### src/rtl/output_selecter.sv
// output_selecter: return-path end of the 4x4 2D-FFT selector pair.
// Captures each butterfly pass, feeds pass-1 results back on rt_out with sel=1,
// and presents pass-2 results on a valid/ready port while counting delivered frames.
// Optional feature: define OUTSEL_SCALE_EN to scale each captured component by 1/4
// (round half up); otherwise capture is a plain copy.
module output_selecter #(
    parameter int unsigned DATA_W = 16,
    parameter int unsigned CNT_W  = 8
) (
    input  logic                   clk,
    input  logic                   reset_,
    input  logic                   start,
    input  logic                   in_valid,
    input  logic [32*DATA_W-1:0]   in_data,
    output logic                   sel,
    output logic [32*DATA_W-1:0]   rt_out,
    output logic                   out_valid,
    input  logic                   out_ready,
    output logic [32*DATA_W-1:0]   out_data,
    output logic                   busy,
    output logic                   drop_err,
    output logic [CNT_W-1:0]       frame_cnt
);

    localparam int unsigned BUS_W = 32 * DATA_W;
    localparam int unsigned N_CMP = 32;

    typedef enum logic [2:0] {
        S_IDLE  = 3'd0,
        S_WAIT1 = 3'd1,
        S_RET   = 3'd2,
        S_WAIT2 = 3'd3,
        S_OUT   = 3'd4
    } state_e;

    state_e             state_q, state_d;
    logic               sel_q, sel_d;
    logic               busy_q, busy_d;
    logic               out_valid_q, out_valid_d;
    logic               drop_err_q, drop_err_d;
    logic [BUS_W-1:0]   rt_out_q, rt_out_d;
    logic [BUS_W-1:0]   out_data_q, out_data_d;
    logic [CNT_W-1:0]   frame_cnt_q, frame_cnt_d;

`ifdef OUTSEL_SCALE_EN
    localparam int unsigned TW = DATA_W + 1;

    // Per-component (x + 2) >>> 2 evaluated one bit wider so +2 cannot overflow.
    function automatic logic [BUS_W-1:0] capture_xform(input logic [BUS_W-1:0] x);
        logic [BUS_W-1:0] res;
        logic [TW-1:0]    t;
        res = '0;
        for (int k = 0; k < int'(N_CMP); k++) begin
            t = {x[k*DATA_W + DATA_W - 1], x[k*DATA_W +: DATA_W]} + TW'(2);
            res[k*DATA_W +: DATA_W] = {t[TW-1], t[TW-1:2]};
        end
        return res;
    endfunction
`else
    // Index-preserving copy; the transpose lives in input_selecter.
    function automatic logic [BUS_W-1:0] capture_xform(input logic [BUS_W-1:0] x);
        return x;
    endfunction
`endif

    // Next-state, capture and output decode. An in_valid in a state that does not
    // expect data only flags drop_err and freezes the state for that cycle.
    always_comb begin
        state_d     = state_q;
        rt_out_d    = rt_out_q;
        out_data_d  = out_data_q;
        drop_err_d  = drop_err_q;
        frame_cnt_d = frame_cnt_q;

        case (state_q)
            S_IDLE: begin
                if (in_valid) begin
                    drop_err_d = 1'b1;
                end else if (start) begin
                    drop_err_d = 1'b0;
                    state_d    = S_WAIT1;
                end
            end
            S_WAIT1: begin
                if (in_valid) begin
                    rt_out_d = capture_xform(in_data);
                    state_d  = S_RET;
                end
            end
            S_RET: begin
                if (in_valid) begin
                    drop_err_d = 1'b1;
                end else begin
                    state_d = S_WAIT2;
                end
            end
            S_WAIT2: begin
                if (in_valid) begin
                    out_data_d = capture_xform(in_data);
                    state_d    = S_OUT;
                end
            end
            S_OUT: begin
                if (in_valid) begin
                    drop_err_d = 1'b1;
                end else if (out_ready) begin
                    frame_cnt_d = frame_cnt_q + CNT_W'(1);
                    if (start) begin
                        drop_err_d = 1'b0;
                        state_d    = S_WAIT1;
                    end else begin
                        state_d = S_IDLE;
                    end
                end
            end
            default: begin
                state_d = S_IDLE;
            end
        endcase

        sel_d       = (state_d == S_RET) || (state_d == S_WAIT2);
        busy_d      = (state_d != S_IDLE);
        out_valid_d = (state_d == S_OUT);
    end

    // State and output registers; reset clears everything, dropping sel at once.
    always_ff @(posedge clk or negedge reset_) begin
        if (!reset_) begin
            state_q     <= S_IDLE;
            sel_q       <= 1'b0;
            busy_q      <= 1'b0;
            out_valid_q <= 1'b0;
            drop_err_q  <= 1'b0;
            rt_out_q    <= '0;
            out_data_q  <= '0;
            frame_cnt_q <= '0;
        end else begin
            state_q     <= state_d;
            sel_q       <= sel_d;
            busy_q      <= busy_d;
            out_valid_q <= out_valid_d;
            drop_err_q  <= drop_err_d;
            rt_out_q    <= rt_out_d;
            out_data_q  <= out_data_d;
            frame_cnt_q <= frame_cnt_d;
        end
    end

    assign sel       = sel_q;
    assign busy      = busy_q;
    assign out_valid = out_valid_q;
    assign drop_err  = drop_err_q;
    assign rt_out    = rt_out_q;
    assign out_data  = out_data_q;
    assign frame_cnt = frame_cnt_q;

endmodule
### config.mk
export PLATFORM = sky130hd
export DESIGN_NAME = output_selecter
export DESIGN_NICKNAME = d
export VERILOG_FILES = /design/src/rtl/output_selecter.sv
export SDC_FILE = /design/constraint.sdc
export NUM_CORES = 2
export LEC_CHECK = 0
export BUFFER_PORTS_ARGS = -buffer_cell sky130_fd_sc_hd__buf_4
export CORE_AREA = 3 3 604 606
export CTS_CLUSTER_DIAMETER = 40
export CTS_CLUSTER_SIZE = 10
export DETAILED_ROUTE_END_ITERATION = 10
export DIE_AREA = 0 0 607 609
export MAX_ROUTING_LAYER = met4
export SLEW_MARGIN = 20
export SYNTH_ARGS = -nofsm -noshare
export SYNTH_HDL_FRONTEND = slang
export SYNTH_SLANG_ARGS = --single-unit
### constraint.sdc
create_clock -name clk -period 2.25 [get_ports clk]
set_clock_uncertainty 0.1 [all_clocks]
set_input_delay 0.3375 -clock clk [delete_from_list [all_inputs] [get_ports clk]]
set_output_delay 0.3375 -clock clk [all_outputs]
set_load 0.01 [all_outputs]
* After elaboration in Yosys (flattened, before gate mapping)
Cells that the tools add are included.
** Storage, ports and cells
- Bits in registers :: 1039
- Input port bits :: 517
- Output and inout bits :: 1036
- Word-level logic and storage cells :: 42
** Cells by class
- Add/sub/neg operators :: 1
- Equality and inequality tests :: 9
- Muxes and demuxes :: 15
- Bitwise gates (word level) :: 1
- Reductions and logical operators :: 8
** Operator list (number)
- 2-to-1 mux 3 bit :: 7
- case mux 3 bit (5 select lines) :: 1
- equality test 3 x 2 -> 1 bit (second input constant) :: 4
- adder 8 x 1 -> 8 bit (second input constant) :: 1
- equality test 3 bit (second input constant) :: 2
- 2-to-1 mux 1 bit :: 6
- AND reduction 3 bit :: 2
- nonzero test 3 bit :: 2
- AND reduction 2 bit :: 2
- equality test 3 x 1 -> 1 bit (second input constant) :: 1
- zero test 3 bit :: 1
- inequality test 3 bit (second input constant) :: 1
- case mux 1 bit (3 select lines) :: 1
- inequality test 2 bit (second input constant) :: 1
- logical OR 1 bit :: 1
- NOT 1 bit :: 1

* Longest topological paths before layout
- Depth in word-level cells :: 6
- Depth in mapped cells :: 6
- Gate-level depth less buffers :: 4

* Least setup slack after synthesis
No wires, ideal clock.
- Path type :: flip-flop to flip-flop
- Start point :: register state_q[1]
- End point :: register out_data_q[100], in the netlist out_data[100]
- Library setup time :: 0.125 ns
- Data arrival time :: 1.530 ns
- Required time :: 2.025 ns
- Slack :: 0.495 ns
- Stages on the path, launching flop included :: 7
- Buffers on the path :: 4
- Period minus slack after synthesis :: 1.755 ns
- Cell sequence :: dfrtp_1 > buf_2 > nand4b_1 > buf_2 > clkbuf_1 > buf_2 > mux2_2
** On the way
- Word-level cells in the longest chain between the ends :: 2
** Ends and longest elaborated chain
- start: declaration :: RTL line 36 : state_e state_q, state_d;
- start signal: assignment :: RTL line 138 : state_q <= state_d;
- equality test 3 x 2 -> 1 bit :: RTL line 75 : case (state_q)
- AND reduction 2 bit (no line)
- end signal: assignment :: RTL line 144 : out_data_q <= out_data_d;
- end: declaration :: RTL line 42 : logic [BUS_W-1:0] out_data_q, out_data_d;
No other way between the ends.
A chain may end at the register's enable or synchronous reset.

* Worst setup path after layout
- Start point :: register state_q[0]
- End point :: register rt_out_q[339], in the netlist rt_out[339]
** On the way
- Word-level cells in the longest chain between the ends :: 2
** Ends and longest elaborated chain
- equality test 3 x 1 -> 1 bit :: RTL line 75
- AND reduction 2 bit (no line)
- end signal: assignment :: RTL line 143 : rt_out_q <= rt_out_d;
- end: declaration :: RTL line 41 : logic [BUS_W-1:0] rt_out_q, rt_out_d;
No other way between the ends.

==> summary.txt <==
Clock tree
  • H-tree depth: 4
  • Post_cts resized: 0
  • Max clock buf depth: 4
  • Reg clk slew, reported paths: 0.06 ns
  • Clock insertion delay at the later pin of the skew report: 0.81 ns
  • Root buf cell: clkbuf_16
  • CTS sink cnt: 1,039
  • Number of buffers created by CTS: 178
  • Post-CTS setup buffers: 0
  • CTS tree: done

Floorplan
  • Starting density of the core: 0.107
  • Boundary pin count: 1,553
  • Die height: 609 microns
  • Die area: 370,000 sq um
  • Standard-cell rows: 220
  • Die Wd: 607 microns
  • Core region area: 359,000 sq um

Min path
  • Hold Path Class: input pin to flop

Critical path
  • Critical path cell sequence: nand2_1 > nor3_4 > buf_12 > buf_12 > buf_4 > mux2_2
  • Cell repeated most along the worst path: buf_12
  • CP arrival: 2.71 ns
  • Worst Path Required: 2.80 ns
  • Critical Path Source: state_q[0]$_DFF_PN0_
  • Startpoint class of the critical path: flop
  • FF-to-FF End: rt_out[339]$_DFFE_PN0P_
  • FF-to-FF path depth: 6
  • Reg2reg setup slack: 0.08 ns
  • Worst path max stage delay: 0.41 ns
  • Max FO, Critical Path: 21
  • Origin of the critical flop-to-flop path: state_q[0]$_DFF_PN0_
  • Setup CP Type: flop to flop
  • Critical path's slowest cell: dfrtp_1
  • End of the critical path: rt_out[339]$_DFFE_PN0P_
  • CP endpoint kind: flop

Timing
  • Fmax: 461 MHz
  • Fin crit period: 2.17 ns
  • Final slew viol count: 0
  • Final hold viol count: 0
  • Final setup TNS: 0 ns
  • Final Setup Violations: 0
  • Unrepaired setup endpoints after global routing: no
  • Final period util: 0.964
  • Relative slew slack: 0.574
  • Least-Margin Pin Slew: 0.640 ns

Routing
  • Post-Route WL: 282,000 microns
  • Vias: 30,599
  • Routed Antenna Nets: 0
  • DRC violations left: 0
  • Via density: 3.25
  • Drt first pass iters: 5
  • Post-DR wirelength/cell: 30.0 microns
  • Initial DRC count: 1,906

GRT
  • Largest net degree at the start of global routing: 108
  • Global-route wire length before repair: 353,000 microns
  • Total GRT Usage: 0.151
  • Met1 GRT Util: 0.155
  • Met3 usage: 0.0639
  • Met2 usage: 0.255
  • Number of antenna violations at the first check in global routing: 67
  • Vias in the first global route: 32,238
  • Total gr overflow: 0
  • GRT Max-Usage Layer: met2

Cells and area
  • Fin util: 0.190
  • Most common cell after layout, fill and taps aside: buf_4
  • Layout cells sized above 1: 0.650
  • Final net count: 4,998
  • Fin cells: 9,415
  • Leading cell types in the layout, fill and taps excluded: 1,634 x buf_4, 1,039 x dfrtp_1, 1,025 x mux2_2, 517 x dlygate4sd3_1, 179 x clkbuf_16
  • Synthesis-to-layout area growth: 77.3%

Pwr
  • Leakage power: 30.1 nW
  • P_int: 67.3 mW
  • Pwr per Cell Area: 1630 nW/um^2
  • Clk network pwr share: 0.254
  • Switching Fraction: 0.394
  • Logic pwr share: 0.438
  • VDD IR max: 829 uV
  • NetSw: 43.8 mW
  • Seq pwr share: 0.308

Place
  • Placed Cells incl. Taps: 8,556
  • Port bufs: 1,552
  • HPWL Detailed: 245,000 microns
  • Gpl congestion: 0.925

Synthesis
  • Syn Area/Cell: 17.3 sq um
  • Register area share after synthesis: 0.675
  • Yosys warnings: 0
  • Synthesis-stage register bit count: 1,039
  • Post-synthesis cell count: 2,225
  • Post-synth cell types: 26
  • Syn_nets: 2,743
  • Mapped Area: 38,500 sq um

Job
  • Max-cap violations: 0

Run status
  • Status: finished, final reports clean
==> sequential cells by signal, summed over array words and instances (netlist names) <==
name,count
out_data,512
state_q,3
out_valid,1
drop_err,1
rt_out,512
frame_cnt,8
sel,1
busy,1
==> per-stage QoR <==
step	cell area [sq um]	worst slack [ns]	hold WS, ns	power (mW)
6_report	68300	0.0811	0.144	111
4_1_cts	68200	0.0882	0.0212	114
3_5_place_dp	56900	0.0655	0.372	84.4
5_1_grt	68300	0.0142	0.0742	117
3_3_place_gp	56900	0.0902	0.363	83.5
2_1_floorplan	38500	0.495	-0.0581	48.1
==> cells by family (layout without fill, tap and decap cells) <==
kind of cell,after synthesis,after routing,share of synthesized area
flops,1039,1039,0.675
mux,1025,1025,0.300
buf+inv,116,2502,0.0180
simple gates,28,28,0.00406
compound gates,8,8,0.00123
xor+xnor,8,8,0.00182
fa+ha+maj,1,1,0.000325
other cells,0,31,0
==> cells in the mapped netlist <==
| library cell | instances | area, sq um |
|---|---|---|
| nor2b_1 | 2 | 12.5 |
| nand4_1 | 3 | 18.8 |
| inv_1 | 1 | 3.75 |
| a21oi_1 | 2 | 10.0 |
| or2_2 | 1 | 6.26 |
| or3b_2 | 1 | 8.76 |
| dfrtp_1 | 1039 | 26000 |
| nor3_1 | 3 | 15.0 |
| clkbuf_1 | 5 | 18.8 |
| a211oi_1 | 1 | 7.51 |
| nand3_1 | 3 | 15.0 |
| o21ai_0 | 3 | 15.0 |
| nand4b_1 | 1 | 8.76 |
| nor2_1 | 4 | 15.0 |
| buf_4 | 48 | 360 |
| o22a_1 | 1 | 8.76 |
| a31oi_1 | 1 | 6.26 |
| xnor2_1 | 2 | 17.5 |
| nand2_1 | 4 | 15.0 |
| xor2_1 | 6 | 52.6 |
| buf_2 | 62 | 310 |
| mux2_2 | 1025 | 11500 |
| nor3_2 | 1 | 10.0 |
| ha_1 | 1 | 12.5 |
| nand2b_1 | 2 | 12.5 |
| nor4_1 | 3 | 18.8 |
==> timing repair <==
action | in CTS | in global routing
endpoints found under the hold margin | 2078 | 0
hold buffers | 517 | 0
setup endpoints to repair | 0 | 0
==> final cells by class <==
cell class / count / area (sq um)
clock inverters: 97 / 1370
repair buffers: 2190 / 18200
multi-input cells: 1070 / 11800
diodes: 31 / 77.6
well taps: 4773 / 5970
fillers: 38714 / 291000
inverters: 1 / 3.75
flip-flops and latches: 1039 / 26000
clock buffers: 214 / 4820
==> per-layer routing <==
| metal | routed length, microns | part of all wire |
|---|---|---|
| met5 | 0 | 0 |
| met4 | 12300 | 0.044 |
| met3 | 29400 | 0.10 |
| met2 | 140000 | 0.49 |
| met1 | 101000 | 0.36 |
==> worst max-delay path, delay by kind of cell, from the launching register on <==
kind / cells / cell delay (ns)
multiplexers: 1 / 0.36
buffers and inverters: 3 / 0.62
AND/OR/NAND/NOR: 2 / 0.35
flip-flops: 1 / 0.41
==> worst min path at each step <==
stage,from,end,cells after the start
3_5_place_dp,frame_cnt[7]$_DFFE_PN0P_,frame_cnt[7]$_DFFE_PN0P_,1
5_1_grt,in_data[405],out_data[405]$_DFFE_PN0P_,3
2_1_floorplan,reset_,busy$_DFF_PN0_,0
4_1_cts,in_data[406],rt_out[406]$_DFFE_PN0P_,3
3_3_place_gp,frame_cnt[7]$_DFFE_PN0P_,frame_cnt[7]$_DFFE_PN0P_,1
6_report,in_data[470],out_data[470]$_DFFE_PN0P_,3
==> power groups by stage <==
stage          clock, mW  combinational [mW]  sequential [mW]
4_1_cts             29.1                51.0             34.2
3_3_place_gp           0                49.6             33.9
3_5_place_dp           0                50.0             34.3
5_1_grt             29.8                51.8             35.3
2_1_floorplan          0                10.8             37.4
6_report            28.2                48.7             34.2
Power figures use the tool's default switching activity.
